--- src/rtl/instruction_fetch_unit_pkg.sv ---
// rtl/instruction_fetch_unit_pkg.sv - shared widths, instruction fields and fetch states
package instruction_fetch_unit_pkg;

    localparam int INSTR_W = 29;
    localparam int ADDR_W  = 8;
    localparam int CNT_W   = 16;

    localparam int OPC_MSB  = 28;
    localparam int OPC_LSB  = 24;
    localparam int DST_MSB  = 23;
    localparam int DST_LSB  = 16;
    localparam int SRC1_MSB = 15;
    localparam int SRC1_LSB = 8;
    localparam int SRC2_MSB = 7;
    localparam int SRC2_LSB = 0;

    localparam logic [4:0] HALT_OPCODE = 5'b11111;

    typedef enum logic {
        ST_RUN    = 1'b0,
        ST_HALTED = 1'b1
    } fetch_state_e;

    function automatic logic is_halt(input logic [INSTR_W-1:0] instr);
        return instr[OPC_MSB:OPC_LSB] == HALT_OPCODE;
    endfunction

endpackage

--- src/rtl/instruction_fetch_unit_if.sv ---
// rtl/instruction_fetch_unit_if.sv - program memory, decode and redirect signals of the fetch stage
interface instruction_fetch_unit_if;
    import instruction_fetch_unit_pkg::*;

    logic [ADDR_W-1:0]  out_pc_add;
    logic [INSTR_W-1:0] in_instruction;
    logic [INSTR_W-1:0] out_ir;
    logic [ADDR_W-1:0]  out_ir_pc;
    logic               out_ir_valid;
    logic               in_dec_ready;
    logic               in_branch_taken;
    logic [ADDR_W-1:0]  in_branch_target;
    logic               out_halted;
    logic [CNT_W-1:0]   out_fetch_count;

    modport master (
        output out_pc_add, out_ir, out_ir_pc, out_ir_valid, out_halted, out_fetch_count,
        input  in_instruction, in_dec_ready, in_branch_taken, in_branch_target
    );

    modport slave (
        input  out_pc_add, out_ir, out_ir_pc, out_ir_valid, out_halted, out_fetch_count,
        output in_instruction, in_dec_ready, in_branch_taken, in_branch_target
    );

endinterface

--- src/rtl/instruction_fetch_unit_program_counter.sv ---
// rtl/instruction_fetch_unit_program_counter.sv - 8-bit PC, priority reset > redirect > increment
module instruction_fetch_unit_program_counter
    import instruction_fetch_unit_pkg::*;
#(
    parameter logic [ADDR_W-1:0] RESET_PC = 8'd0
) (
    input  logic              in_clk,
    input  logic              in_rst,
    input  logic              inc_en,
    input  logic              load_en,
    input  logic [ADDR_W-1:0] load_target,
    output logic [ADDR_W-1:0] pc
);

    logic [ADDR_W-1:0] pc_q;
    logic [ADDR_W-1:0] pc_d;

    always_comb begin
        pc_d = pc_q;
        if (load_en) begin
            pc_d = load_target;
        end else if (inc_en) begin
            pc_d = pc_q + ADDR_W'(1);
        end
    end

    always_ff @(posedge in_clk) begin
        if (in_rst) begin
            pc_q <= RESET_PC;
        end else begin
            pc_q <= pc_d;
        end
    end

    assign pc = pc_q;

endmodule

--- src/rtl/instruction_fetch_unit.sv ---
// rtl/instruction_fetch_unit.sv - fetch stage: PC, IF/ID register, HALT state machine, transfer counter
module instruction_fetch_unit
    import instruction_fetch_unit_pkg::*;
#(
    parameter logic [ADDR_W-1:0] RESET_PC = 8'd0
) (
    input  logic                      in_clk,
    input  logic                      in_rst,
    instruction_fetch_unit_if.master  bus
);

    fetch_state_e       state_q, state_d;
    logic [INSTR_W-1:0] ir_q, ir_d;
    logic [ADDR_W-1:0]  ir_pc_q, ir_pc_d;
    logic               ir_valid_q, ir_valid_d;
    logic               halted_q, halted_d;
    logic [CNT_W-1:0]   count_q, count_d;

    logic [ADDR_W-1:0]  pc;
    logic               pc_inc;
    logic               pc_load;
    logic               transfer;

    instruction_fetch_unit_program_counter #(
        .RESET_PC (RESET_PC)
    ) u_program_counter (
        .in_clk      (in_clk),
        .in_rst      (in_rst),
        .inc_en      (pc_inc),
        .load_en     (pc_load),
        .load_target (bus.in_branch_target),
        .pc          (pc)
    );

    assign transfer = ir_valid_q && bus.in_dec_ready;

    always_comb begin
        state_d    = state_q;
        ir_d       = ir_q;
        ir_pc_d    = ir_pc_q;
        ir_valid_d = ir_valid_q;
        halted_d   = halted_q;
        count_d    = count_q;
        pc_inc     = 1'b0;
        pc_load    = 1'b0;

        if (transfer && (count_q != {CNT_W{1'b1}})) begin
            count_d = count_q + CNT_W'(1);
        end

        case (state_q)
            ST_RUN: begin
                // Redirect discards whatever memory returns this cycle, including a HALT word.
                if (bus.in_branch_taken) begin
                    pc_load    = 1'b1;
                    ir_valid_d = 1'b0;
                end else if (!ir_valid_q || bus.in_dec_ready) begin
                    ir_d       = bus.in_instruction;
                    ir_pc_d    = pc;
                    ir_valid_d = 1'b1;
                    pc_inc     = 1'b1;
                    if (is_halt(bus.in_instruction)) begin
                        state_d  = ST_HALTED;
                        halted_d = 1'b1;
                    end
                end
            end
            ST_HALTED: begin
                if (transfer) begin
                    ir_valid_d = 1'b0;
                end
            end
            default: begin
                state_d = ST_RUN;
            end
        endcase
    end

    always_ff @(posedge in_clk) begin
        if (in_rst) begin
            state_q    <= ST_RUN;
            ir_q       <= '0;
            ir_pc_q    <= '0;
            ir_valid_q <= 1'b0;
            halted_q   <= 1'b0;
            count_q    <= '0;
        end else begin
            state_q    <= state_d;
            ir_q       <= ir_d;
            ir_pc_q    <= ir_pc_d;
            ir_valid_q <= ir_valid_d;
            halted_q   <= halted_d;
            count_q    <= count_d;
        end
    end

    assign bus.out_pc_add      = pc;
    assign bus.out_ir          = ir_q;
    assign bus.out_ir_pc       = ir_pc_q;
    assign bus.out_ir_valid    = ir_valid_q;
    assign bus.out_halted      = halted_q;
    assign bus.out_fetch_count = count_q;

endmodule

--- src/flat_wrapper.sv ---
// flat-port wrapper written by rule: the top's interface ports become plain ports
module instruction_fetch_unit_flat import instruction_fetch_unit_pkg::*;
#(
    parameter logic [ADDR_W-1:0] RESET_PC = 8'd0
)
  (in_clk, in_rst, bus_out_pc_add, bus_out_ir, bus_out_ir_pc, bus_out_ir_valid, bus_out_halted, bus_out_fetch_count, bus_in_instruction, bus_in_dec_ready, bus_in_branch_taken, bus_in_branch_target);
  instruction_fetch_unit_if bus_i ();
  input  logic in_clk;
  input  logic in_rst;
  output wire logic [$bits(bus_i.out_pc_add)-1:0] bus_out_pc_add;
  output wire logic [$bits(bus_i.out_ir)-1:0] bus_out_ir;
  output wire logic [$bits(bus_i.out_ir_pc)-1:0] bus_out_ir_pc;
  output wire logic [$bits(bus_i.out_ir_valid)-1:0] bus_out_ir_valid;
  output wire logic [$bits(bus_i.out_halted)-1:0] bus_out_halted;
  output wire logic [$bits(bus_i.out_fetch_count)-1:0] bus_out_fetch_count;
  input wire logic [$bits(bus_i.in_instruction)-1:0] bus_in_instruction;
  input wire logic [$bits(bus_i.in_dec_ready)-1:0] bus_in_dec_ready;
  input wire logic [$bits(bus_i.in_branch_taken)-1:0] bus_in_branch_taken;
  input wire logic [$bits(bus_i.in_branch_target)-1:0] bus_in_branch_target;
  assign bus_out_pc_add = bus_i.out_pc_add;
  assign bus_out_ir = bus_i.out_ir;
  assign bus_out_ir_pc = bus_i.out_ir_pc;
  assign bus_out_ir_valid = bus_i.out_ir_valid;
  assign bus_out_halted = bus_i.out_halted;
  assign bus_out_fetch_count = bus_i.out_fetch_count;
  assign bus_i.in_instruction = bus_in_instruction;
  assign bus_i.in_dec_ready = bus_in_dec_ready;
  assign bus_i.in_branch_taken = bus_in_branch_taken;
  assign bus_i.in_branch_target = bus_in_branch_target;
  instruction_fetch_unit #(.RESET_PC(RESET_PC)) u_core (.in_clk(in_clk), .in_rst(in_rst), .bus(bus_i));
endmodule
--- config.mk ---
export PLATFORM = sky130hd
export DESIGN_NAME = instruction_fetch_unit_flat
export DESIGN_NICKNAME = d
export VERILOG_FILES = /design/src/rtl/instruction_fetch_unit_pkg.sv /design/src/rtl/instruction_fetch_unit_if.sv /design/src/rtl/instruction_fetch_unit_program_counter.sv /design/src/rtl/instruction_fetch_unit.sv /design/src/flat_wrapper.sv
export SDC_FILE = /design/constraint.sdc
export NUM_CORES = 1
export LEC_CHECK = 0
export CAP_MARGIN = 10
export CORE_MARGIN = 10
export CORE_UTILIZATION = 45
export CTS_BUF_LIST = sky130_fd_sc_hd__clkbuf_8
export CTS_CLUSTER_DIAMETER = 60
export DETAILED_ROUTE_END_ITERATION = 8
export HOLD_SLACK_MARGIN = 0.12
export MAX_ROUTING_LAYER = met4
export PLACE_DENSITY = 0.8
export REMOVE_ABC_BUFFERS = 1
export SLEW_MARGIN = 5
export SYNTH_ARGS = -nofsm -noshare
export SYNTH_HDL_FRONTEND = slang
export SYNTH_HIERARCHICAL = 1
export SYNTH_SLANG_ARGS = --single-unit
--- constraint.sdc ---
create_clock -name in_clk -period 3.1 [get_ports in_clk]
set_input_delay 0.775 -clock in_clk [delete_from_list [all_inputs] [get_ports in_clk]]
set_output_delay 0.775 -clock in_clk [all_outputs]
set_load 0.02 [all_outputs]
==> flow_metrics.tcl <==
set metrics [dict create \
    row_count 27 \
    ys_seq_area_share_pct 48.2 \
    max_cap_viol_count 0 \
    initial_utilization_pct 47.4 \
    dr.first_iter.drc_count 147 \
    worstSkewPairLatency_ns 0.34 \
    use_met3_pct 7.74 \
    syn-instance-count 329 \
    maxSlewHeadroom_pct 44.2 \
    final_common_cell "clkdlybuf4s50_1" \
    drive_gt1_share_pct 6.22 \
    vias 2700 \
    p_clk_share_pct 40.6 \
    fin_crit_ns 2.32 \
    ys_warn_count 6 \
    p_leak_nw 1.38 \
    grt_max_degree 67 \
    cp_top_family "simple AND/OR/NAND/NOR gates" \
    cts_hold_repair.buffers 0 \
    clock_sinks 64 \
    p_sw_uw 512 \
    slowest_stage "clkdlybuf4s50_1" \
    rsz0062_at_grt "false" \
    multi_input_area_um2 1270 \
    setup_slack_ns 0.777 \
    die_w_um 96.9 \
    drtPass1Iterations 5 \
    hold_viol 0 \
    dpl.hpwl_mm 5.55 \
    min_from "u_core/bus.out_ir_pc[5]$_SDFFE_PP0P_" \
    synth_edf_count 0 \
    routabilityCongestion 0.832 \
    antenna_found_initial 1 \
    p_seq_share_pct 45.2 \
    crit_type "in2reg" \
    reg2reg_from "u_core/bus.out_fetch_count[0]$_SDFFE_PP0P_" \
    final-max-slew-violation-count 0 \
    nNetsFinal 472 \
    busiest_layer "met2" \
    post_cts_buffers 0 \
    cts_resized 0 \
    cts_tree "yes" \
    period_share_pct 74.9 \
    layout_common_cells "102 x clkdlybuf4s50_1, 82 x nand2_1, 64 x dfxtp_1, 51 x a21oi_1, 17 x nor2_1" \
    p_total_mw 1.96 \
    path_cells "clkdlybuf4s50_1 -> nor2b_1 -> nand2b_1 -> inv_1 -> or3b_1 -> or4_1 -> o211ai_1" \
    regArea_um2 1280 \
    hold_class "reg2reg" \
    wl_per_cell_um 15.7 \
    r2r_slack_ns 1.16 \
    crit_start "bus_in_dec_ready" \
    p_per_area_nw_per_um2 495 \
    max-vdd-ir-drop_mv 0.439 \
    outcome "completed" \
    track_usage_pct 16.7 \
    startpoint_type "input port" \
    core_area_um2 5610 \
    clkTransAtPathRegs_ns 0.07 \
    synth_cell_type_count 39 \
    die-area_um2 9390 \
    preCtsSetupSlack_ns 0.444 \
    worst_slew_pin_slew_ns 0.836 \
    critPathCaptureType "flip-flop" \
    worst_path_largest_cell_delay_ns 0.54 \
    fin_skew_ns 0.00998 \
    cts_buffer_depth 2 \
    grt_pass1_wl_mm 12.8 \
    path_buf_inv 2 \
    grt_use_met2_pct 24.3 \
    drt-total-wl_mm 7.95 \
    ys.flop_type "dfxtp_1" \
    use_met1_pct 19.7 \
    cp.required_ns 3.36 \
    via_per_inst 5.33 \
    clockRootBuffer "clkbuf_8" \
    port_buffers 103 \
    clock.fmax_mhz 431 \
    combPwrFrac_pct 14.2 \
    synth-async-reset-ratio_pct 0 \
    finalSetupViolCount 0 \
    numCtsBuffers 9 \
    drc 0 \
    antenna_left 0 \
    cp.arrival_ns 2.59 \
    die_h_um 96.9 \
    syn_avg_cell_area_um2 8.09 \
    path_max_fanout 4 \
    grt_pass1_vias 2566 \
    netlist_area_um2 2660 \
    syn2layout_area_growth_pct 48.9 \
    sw_frac_of_total_pct 26.1 \
    ys_ff_latch 64 \
    internal_power_mw 1.45 \
    h-tree-depth 3 \
    overflow 0 \
    io_pins 104 \
    nFillCells 459 \
]
[synthesized netlist by cell type (6+ instances only)]
cell type  count  share of area (%)
a21oi_1       51                9.6
clkbuf_1      15                2.1
dfxtp_1       64                 48
inv_1          7               0.99
nand2_1       82                 12
nand3_1        9                1.7
nand4_1        6                1.4
nor2_1        17                2.4
nor3_1         9                1.7
o31ai_1        6                1.7
or4_1          8                2.3
[worst register-to-register path: stages, from the launching register on]
cell,delay [ns]
dfxtp_1,0.38
ha_1,0.25
nand2_1,0.15
nor3_1,0.71
nor2b_1,0.10
a211oi_1,0.27
[worst paths after layout]
kind | endpoint | depth (start not counted)
hold / removal | u_core/bus.out_ir_pc[5]$_SDFFE_PP0P_ | 2
setup reg to reg | u_core/bus.out_fetch_count[15]$_SDFFE_PP0P_ | 5
setup / recovery | u_core/u_program_counter/pc[5]$_SDFFE_PP0P_ | 7
hold reg to reg | u_core/bus.out_ir_pc[5]$_SDFFE_PP0P_ | 2
[layer usage]
| metal | wire length, um | share of wire [%] |
|---|---|---|
| met5 | 0 | 0 |
| met4 | 91 | 1.1 |
| met3 | 698 | 8.8 |
| met2 | 3520 | 44 |
| met1 | 3640 | 46 |
[cells by family after synthesis]
family,after synthesis,share of synthesized area [%]
AOI/OAI and AO/OA,75,16.2
buffers and inverters,25,3.95
muxes,4,1.55
xor gates and xnor gates,4,1.32
and+or+nand+nor,155,27.8
adders and majority gates,2,0.941
DFF,64,48.2
[sequential cells by signal, indices dropped and copies added (netlist names)]
signal,flops
u_core/bus.out_ir,29
u_core/bus.out_fetch_count,16
u_core/bus.out_ir_pc,8
u_core/u_program_counter/pc,8
u_core/bus.out_halted,1
u_core/bus.out_ir_valid,1
u_core/state_q,1
[area by class of cell]
class | count | area share [%]
multi-input combinational | 240 | 32.2
clock buffer | 9 | 3.13
sequential | 64 | 32.3
antenna | 1 | 0.0632
tap | 72 | 2.27
clock inverter | 7 | 2.40
timing repair buffer | 107 | 27.0
inverter | 7 | 0.663
[power groups by stage]
| stage | clock, mW | combinational [mW] | sequential [mW] |
|---|---|---|---|
| 2_1_floorplan | 0 | 0.0717 | 0.945 |
| 3_3_place_gp | 0 | 0.277 | 0.903 |
| 3_5_place_dp | 0 | 0.279 | 0.905 |
| 4_1_cts | 0.807 | 0.281 | 0.886 |
| 5_1_grt | 0.844 | 0.301 | 0.892 |
| 6_report | 0.797 | 0.279 | 0.887 |
[per-stage QoR]
| step | utilization, % | instances | hold slack [ns] | TNS [ns] | cell area (um2) |
|---|---|---|---|---|---|
| 6_report | 70.6 | 507 | 0.455 | 0 | 3960 |
| 5_1_grt | 70.6 | 507 | 0.471 | 0 | 3960 |
| 4_1_cts | 70.6 | 506 | 0.456 | 0 | 3960 |
| 3_5_place_dp | 66.7 | 490 | 0.446 | 0 | 3740 |
| 3_3_place_gp | 66.7 | 490 | 0.440 | 0 | 3740 |
| 2_1_floorplan | - | 311 | 0.482 | -0.502 | 2580 |
Note: power is estimated with default switching activity, not from simulation.
